**src/rtl/sevenseg_reader.sv**
```systemverilog
// Multiplexed seven-segment bus receiver: synchronizes the segment and digit-select
// lines, captures each stable digit glyph, decodes it and publishes whole frames.
module sevenseg_reader #(
   parameter int NDIGITS       = 4,
   parameter int STABLE_CYCLES = 4,
   parameter int ACTIVE_LOW    = 0
) (
   input  logic                   clk,
   input  logic                   rst_n,
   input  logic [6:0]             seg,
   input  logic [NDIGITS-1:0]     dig_sel,
   output logic [4*NDIGITS-1:0]   value,
   output logic                   valid,
   output logic [NDIGITS-1:0]     err
);

   localparam int         SW     = NDIGITS + 7;
   localparam logic [7:0] THRESH = 8'(STABLE_CYCLES - 1);

   localparam logic [0:0] ST_COLLECT = 1'b0;
   localparam logic [0:0] ST_PUBLISH = 1'b1;

   // Returns {illegal, nibble}; unknown glyphs decode to nibble 0 with the flag set.
   function automatic logic [4:0] decode_glyph(input logic [6:0] s);
      logic [4:0] r;
      case (s)
         7'h3F:   r = 5'h00;
         7'h06:   r = 5'h01;
         7'h5B:   r = 5'h02;
         7'h4F:   r = 5'h03;
         7'h66:   r = 5'h04;
         7'h6D:   r = 5'h05;
         7'h7D:   r = 5'h06;
         7'h07:   r = 5'h07;
         7'h7F:   r = 5'h08;
         7'h6F:   r = 5'h09;
         7'h77:   r = 5'h0A;
         7'h7C:   r = 5'h0B;
         7'h39:   r = 5'h0C;
         7'h5E:   r = 5'h0D;
         7'h79:   r = 5'h0E;
         7'h71:   r = 5'h0F;
         default: r = 5'h10;
      endcase
      return r;
   endfunction

   logic [6:0]           seg_m_q, seg_m_d, seg_s_q, seg_s_d;
   logic [NDIGITS-1:0]   sel_m_q, sel_m_d, sel_s_q, sel_s_d;
   logic [SW-1:0]        prev_q, prev_d;
   logic [7:0]           cnt_q, cnt_d;
   logic                 done_q, done_d;
   logic [NDIGITS-1:0]   seen_q, seen_d;
   logic [4*NDIGITS-1:0] nib_q, nib_d;
   logic [NDIGITS-1:0]   ebuf_q, ebuf_d;
   logic [0:0]           state_q, state_d;
   logic [4*NDIGITS-1:0] value_q, value_d;
   logic [NDIGITS-1:0]   err_q, err_d;

   logic [6:0]           seg_cur;
   logic [SW-1:0]        cur;
   logic                 same;
   logic                 onehot;
   logic [4:0]           dec;
   logic                 capture;

   assign seg_cur = (ACTIVE_LOW != 0) ? ~seg_s_q : seg_s_q;
   assign cur     = {sel_s_q, seg_cur};
   assign same    = (cur == prev_q);
   assign onehot  = (sel_s_q != '0) && ((sel_s_q & (sel_s_q - NDIGITS'(1))) == '0);
   assign dec     = decode_glyph(seg_cur);

   // A pattern change in the same cycle the count matures must not capture, hence 'same'.
   assign capture = same && (cnt_q == THRESH) && !done_q && onehot &&
                    (state_q == ST_COLLECT);

   always_comb begin
      seg_m_d = seg;
      seg_s_d = seg_m_q;
      sel_m_d = dig_sel;
      sel_s_d = sel_m_q;
      prev_d  = cur;
      cnt_d   = cnt_q;
      done_d  = done_q;
      if (!same) begin
         cnt_d  = 8'd0;
         done_d = 1'b0;
      end else begin
         if (cnt_q != THRESH) begin
            cnt_d = cnt_q + 8'd1;
         end
         if (capture) begin
            done_d = 1'b1;
         end
      end
   end

   always_comb begin
      nib_d  = nib_q;
      ebuf_d = ebuf_q;
      seen_d = seen_q;
      if (capture) begin
         for (int k = 0; k < NDIGITS; k++) begin
            if (sel_s_q[k]) begin
               nib_d[4*k +: 4] = dec[3:0];
               ebuf_d[k]       = dec[4];
               seen_d[k]       = 1'b1;
            end
         end
      end

      state_d = state_q;
      value_d = value_q;
      err_d   = err_q;
      case (state_q)
         ST_COLLECT: begin
            // Publish registers follow the buffers as they stand after this capture.
            if (seen_d == '1) begin
               state_d = ST_PUBLISH;
               value_d = nib_d;
               err_d   = ebuf_d;
            end
         end
         default: begin
            seen_d  = '0;
            state_d = ST_COLLECT;
         end
      endcase
   end

   always_ff @(posedge clk or negedge rst_n) begin
      if (!rst_n) begin
         seg_m_q <= '0;
         seg_s_q <= '0;
         sel_m_q <= '0;
         sel_s_q <= '0;
         prev_q  <= '0;
         cnt_q   <= '0;
         done_q  <= 1'b0;
         seen_q  <= '0;
         nib_q   <= '0;
         ebuf_q  <= '0;
         state_q <= ST_COLLECT;
         value_q <= '0;
         err_q   <= '0;
      end else begin
         seg_m_q <= seg_m_d;
         seg_s_q <= seg_s_d;
         sel_m_q <= sel_m_d;
         sel_s_q <= sel_s_d;
         prev_q  <= prev_d;
         cnt_q   <= cnt_d;
         done_q  <= done_d;
         seen_q  <= seen_d;
         nib_q   <= nib_d;
         ebuf_q  <= ebuf_d;
         state_q <= state_d;
         value_q <= value_d;
         err_q   <= err_d;
      end
   end

   assign value = value_q;
   assign err   = err_q;
   assign valid = (state_q == ST_PUBLISH);

endmodule

```
**config.mk**
```make
export PLATFORM = sky130hd
export DESIGN_NAME = sevenseg_reader
export DESIGN_NICKNAME = d
export VERILOG_FILES = /design/src/rtl/sevenseg_reader.sv
export SDC_FILE = /design/constraint.sdc
export NUM_CORES = 1
export LEC_CHECK = 0
export ABC_CLOCK_PERIOD_IN_PS = 3300
export BUFFER_PORTS_ARGS = -buffer_cell sky130_fd_sc_hd__buf_4
export CAP_MARGIN = 20
export CORE_ASPECT_RATIO = 1.1
export CORE_UTILIZATION = 58
export DETAILED_ROUTE_END_ITERATION = 6
export HOLD_SLACK_MARGIN = 0.08
export PLACE_DENSITY = 0.81
export SYNTH_ARGS = -nofsm -noshare
export SYNTH_HDL_FRONTEND = slang
export SYNTH_SLANG_ARGS = --single-unit
```
**constraint.sdc**
```tcl
create_clock -name clk -period 3.3 [get_ports clk]
set_clock_uncertainty 0.2 [all_clocks]
set_input_delay 0.495 -clock clk [delete_from_list [all_inputs] [get_ports clk]]
set_output_delay 0.495 -clock clk [all_outputs]
set_load 0.02 [all_outputs]
```
==> metrics, run 1 <==
# Max-Cap Violations 0; Psw around 440 uW; Area Growth Syn to Fin 20.0%; FF-to-FF Start cnt_q[0]; die area 6440 um^2; yosys warns 0; # port buffers 33; hold crit path type reg2reg; hold_ws 0.151 ns; Clk pwr share a little under two fifths; Post-Syn Area roughly 3600 um^2; layout cells sized above 1 roughly 34%; drt drc 0; Placeable Area a little under 6000 um^2; Final Hold Viols 0; Worst Path Max Fanout 15; total power 1930 uW; slowest stage delay, CP ~0.44 ns; Die Wd 76.6 um; DRT iter0 DRCs around 90; Clk pin slew, worst setup/hold paths 0.08 ns; post-synthesis register bit count 87; routed via count between 2000 and 2500; share of the synthesized area in the top cell type 61.3%; setup violators final 0; CTS tree built; Tcrit/Tclk final about 94%; Crit. End Element flip-flop; final RePlAce weighted congestion between 0.8 and 0.9; Starting Density between 60% and 70%; nets 323; Post-Route WL approximately 6400 um; Req. time, crit path between 3 and 4 ns; register area share after synthesis approximately three fifths; Overall Global Routing Usage 22.2%; Synth Flop Type dfrtp_1; Final Instance Count excl. Fillers 391; DRT Pass-1 Iters 4; syn avg cell area around 14 um^2; post-synth top area cell dfrtp_1; Antenna Nets Post-Route 0; Sw Share between 20% and 30%; CTS Root Cell clkbuf_8; r2r worst-path depth 9; average vias per placed instance 5.46; setup TNS 0 ns; Worst Setup SP cnt_q[0]; power per cell area about 450 nW/um^2; Max-slew headroom a little over half; fin crit period ~3.1 ns; status completed; largest net degree at the start of global routing 88; CTS H-Tree Depth 3; antenna violations before repair 0; Synth area leaders dfrtp_1 61%, mux2_4 8.0%, mux2_2 6.7%, xnor2_1 3.5%, nand3_1 2.1%; Crit-path slowest cell a2111oi_4; per-cell routed wire length about 16 um; first-pass GRT wire length 10700 um; placed cells around 360; Seq pwr share around 57%; RSZ-0062 raised after global routing no; cell breakdown of the critical path ha_1 -> nor4b_4 -> nand2_1 -> nor4_4 -> buf_4 -> a31oi_1 -> a2111oi_4 -> buf_12 -> mux2_2; Util after Layout 72.9%; Worst-Margin Slew ~0.69 ns; Hold Crit Start sel_m_q[2]; Clock Latency Late Sink 0.36 ns; hold path cells 0; fmax 323 MHz; peak supply drop ~0.33 mV; Slew Limit Fails 0; critical path class reg2reg; via count of the first global-routing pass 2211; num ports 34; crit path launch type flip-flop; Async S/R FF share, synth 100%; synthesized netlist cell count between 200 and 300; GR Overflow Total 0; clock tree buffer depth 2; Num CTS Buffers 9; DP HPWL between 4000 and 5000 um; Internal approximately 1500 uW; Arr. time, crit path 3.14 ns; Synth cell types 43; Gate power share roughly 5.5%; Chip Height between 80 and 90 um; Post-synth EDFFs 0; Clock Sinks between 80 and 90; Synth Net Count roughly 270; Site Rows 29; antenna cells 0; LEAKAGE between 0.0015 and 0.002 uW
critical path, delay by kind of cell, from the launching register on:
kind,cells,cell delay [ns]
AOI/OAI and AO/OA,2,0.59
adders and majority gates,1,0.26
buffers and inverters,2,0.42
DFF,1,0.43
muxes,1,0.34
and+or+nand+nor,3,0.74
layout by cell type, fill, tap and decap left out, drive strengths merged, types with 2 or more instances in the layout:
cell type    Yosys  final
a21oi            7      7
o2111ai          2      2
buf              3     44
and3             3      3
nor2            15     15
or4b             2      2
dfrtp           87     87
nor4             2      2
nor3b            3      3
dlygate4sd3      0     12
nor3             3      3
a31oi            2      2
clkinvlp         0      2
nand3b           3      3
nand3           16     16
nand4            4      4
mux2            40     40
xnor2           14     14
o21ai            4      4
nor4b            4      4
inv              4      6
clkbuf          10     10
xor2             6      6
nand2            6      6
cells in the mapped netlist (all sizes together) (2+ instances only):
cell / n
nand3: 16
buf: 3
dfrtp: 87
inv: 4
nor3b: 3
o21ai: 4
nor2: 15
xor2: 6
nor3: 3
nand3b: 3
a21oi: 7
o2111ai: 2
xnor2: 14
clkbuf: 10
or4b: 2
nand4: 4
nand2: 6
nor4: 2
nor4b: 4
a31oi: 2
mux2: 40
and3: 3
sequential cells by signal, indices dropped and copies added, names as in the netlist:
| name | cells |
|---|---|
| nib_q | 16 |
| prev_q | 11 |
| value | 16 |
| sel_s_q | 4 |
| done_q | 1 |
| valid | 1 |
| err | 4 |
| seg_cur | 7 |
| cnt_q | 8 |
| sel_m_q | 4 |
| ebuf_q | 4 |
| seg_m_q | 7 |
| seen_q | 4 |
logic make-up (layout without fill, tap and decap cells):
group | count (synthesis) | after routing | share of synthesized area, %
AO/OA/AOI/OAI | 23 | 23 | 4.83
XOR/XNOR | 20 | 20 | 4.93
adder cells (fa/ha/maj) | 1 | 1 | 0.352
buffers and inverters | 17 | 76 | 2.25
flip-flops | 87 | 87 | 61.3
multiplexers | 41 | 41 | 15.0
AND/OR/NAND/NOR | 66 | 66 | 11.3
worst paths after layout:
kind                              end  slack, ns
max                          value[5]       0.21
min                        sel_s_q[2]       0.15
max reg2reg                  value[5]       0.21
min reg2reg                sel_s_q[2]       0.15
max in group asynchronous    cnt_q[0]       1.82
min in group asynchronous  seg_cur[0]       0.46
power by group through the flow:
stage / logic [uW] / registers [uW] / clock network, uW
after floorplan: 47.0 / 1120 / 0
after global placement: 89.1 / 1120 / 0
after detailed placement: 93.2 / 1120 / 0
after CTS: 103 / 1100 / 744
after global routing: 118 / 1100 / 782
final: 106 / 1100 / 726
area by class of cell:
cell class / instances / area, um^2
Clock buffer: 10 / 128
Clock inverter: 6 / 67.6
Fill cell: 376 / 1580
Inverter: 4 / 15.0
Multi-Input combinational cell: 151 / 1300
Sequential cell: 87 / 2180
Tap cell: 77 / 96.3
Timing Repair Buffer: 56 / 475
metrics by stage:
step	worst slack [ns]	area, um^2
final	0.205	4260
after global routing	0.0217	4260
after global placement	0.257	3910
after CTS	0.145	4220
after floorplan	0.403	3550
after detailed placement	0.154	3910
what timing repair did:
action	CTS	global route
setup endpoints to repair	0	20
hold buffers	11	1
gates resized for setup	0	1
buffers inserted	0	1
endpoints found under the hold margin	11	43
routing by layer:
metal / track usage, % / routed length, um
met4: 11.4 / 168
met2: 34.5 / 3190
met3: 5.14 / 215
met5: 0 / 0
met1: 29.3 / 2860
(Power assumes the default switching activity.)
==> run 2, diff against run 1 <==
--- a/config.mk
+++ b/config.mk
@@ -9,10 +9,10 @@
 export BUFFER_PORTS_ARGS = -buffer_cell sky130_fd_sc_hd__buf_4
 export CAP_MARGIN = 20
 export CORE_ASPECT_RATIO = 1.1
-export CORE_UTILIZATION = 58
+export CORE_UTILIZATION = 50
 export DETAILED_ROUTE_END_ITERATION = 6
 export HOLD_SLACK_MARGIN = 0.08
-export PLACE_DENSITY = 0.81
+export PLACE_DENSITY = 0.72
 export SYNTH_ARGS = -nofsm -noshare
 export SYNTH_HDL_FRONTEND = slang
 export SYNTH_SLANG_ARGS = --single-unit
==> metrics, run 2 (synthesized netlist as in run 1, its figures left out) <==
status completed; Crit. End Element flip-flop; r2r worst-path depth 8; layout cells sized above 1 34.3%; slowest stage delay, CP 0.44 ns; # port buffers 33; Hold Crit Start sel_m_q[2]; # Max-Cap Violations 0; Tcrit/Tclk final 91.8%; cell breakdown of the critical path ha_1 -> nor4b_2 -> nand2_1 -> nor4_4 -> a31oi_1 -> a2111oi_4 -> buf_12 -> mux2_2; postcts setup bufs 0; Worst Path Max Fanout 21; Placeable Area between 6000 and 7000 um^2; most common cell after layout, fill and taps aside dfrtp_1; DP HPWL about 3900 um; Storage cell area 2180 um^2; nets 321; CTS H-Tree Depth 3; setup violators final 0; GR Overflow Total 0; largest net degree at the start of global routing 88; peak supply drop 0.453 mV; total power ~1900 uW; Antenna Nets Post-Route 0; Worst-Margin Slew between 0.6 and 0.7 ns; Overall Global Routing Usage about a fifth; per-cell routed wire length 15.7 um; DRT Pass-1 Iters 4; hold path cells 0; reg2reg setup slack roughly 0.27 ns; Crit-path slowest cell dfrtp_1; antenna cells 0; final RePlAce weighted congestion a little over 0.7; PnR worst setup slack between 0.2 and 0.3 ns; Chip Height approximately 90 um; Num CTS Buffers 9; Clk pin slew, worst setup/hold paths about 0.090 ns; cts repair resizes 0; via count of the first global-routing pass ~2100; Area Growth Syn to Fin 19.8%; critical path class reg2reg; Multi-input gate area ~1300 um^2; hold crit path type reg2reg; RSZ-0062 raised after global routing no; Filler Cell Count 531; commonest cells after routing, fill and taps aside 87 x dfrtp_1, 40 x buf_4, 21 x mux2_2; Placement Cell Area 3910 um^2; die area between 7000 and 8000 um^2; clock tree buffer depth 2; routed via count between 2000 and 2500; fmax about 330 MHz; Req. time, crit path roughly 3.4 ns; antenna violations before repair 0; Clock Latency Late Sink between 0.3 and 0.4 ns; setup TNS 0 ns; Final Hold Viols 0; Max-slew headroom approximately three fifths; Die Wd just over 80 um; DRT iter0 DRCs 59; FF-to-FF Start cnt_q[0]; Clock Sinks 87; Starting Density 52.9%; CTS tree built; Worst Hold End sel_s_q[2]; power per cell area ~450 nW/um^2; first-pass GRT wire length ~10000 um; drt drc 0; Worst Setup SP cnt_q[0]; Arr. time, crit path between 3 and 4 ns; Setup WS pre-CTS ~0.26 ns; CTS Root Cell clkbuf_8; Design Area, Final 4250 um^2; Post-Route WL 6190 um; LEAKAGE a little under 0.002 uW; crit path launch type flip-flop; Slew Limit Fails 0; average vias per placed instance 5.38; hold_ws between 0.15 and 0.2 ns; RR Endpoint value[5]; fin crit period 3.03 ns; num ports 34; Site Rows 31
## run 2: cell type report
class	instances	share of cell area, %
sequential	87	51.2
timing repair buffer	54	11.0
clock buffer	10	3.24
inverter	4	0.353
tap	82	2.41
multi-input combinational	151	30.4
clock inverter	6	1.41
## run 2: worst max path at each step
stage / to
final: value[5]
after global routing: value[5]
after CTS: value[5]
after detailed placement: value[5]
after global placement: value[5]
after floorplan: err[3]
## run 2: through the flow
stage | cells | utilization (%)
global route | 394 | 63.4
finish | 394 | 63.4
global placement | 365 | 58.3
detailed placement | 365 | 58.3
CTS | 392 | 62.8
floorplan | 255 | -
## run 2: report_power, final
part / internal (uW) / switching (uW) / total (uW) / leakage (uW)
combinational: 47.5 / 50.9 / 98.4 / 0.000730
sequential: 1090 / 19.9 / 1110 / 0.00114
clock: 317 / 414 / 731 / 0.000103
total: 1450 / 485 / 1930 / 0.00197
## run 2: per-layer routing
metal / track usage, % / wire length [um] / up-vias
met4: 4.82 / 72 / 0
li1: - / - / 998
met1: 25.5 / 2900 / 1071
met5: 0 / 0 / -
met3: 7.27 / 255 / 4
met2: 28.4 / 2960 / 45
## run 2: repair_timing
action,CTS,global route
endpoints found under the hold margin,11,20
hold buffers,11,1
setup endpoints to repair,0,0
## run 2: critical path, delay by kind of cell, from the launching register on
family / cells / cell delay (ns)
compound gates: 2 / 0.62
fa+ha+maj: 1 / 0.25
buf+inv: 1 / 0.24
flops: 1 / 0.44
mux: 1 / 0.36
simple gates: 3 / 0.80
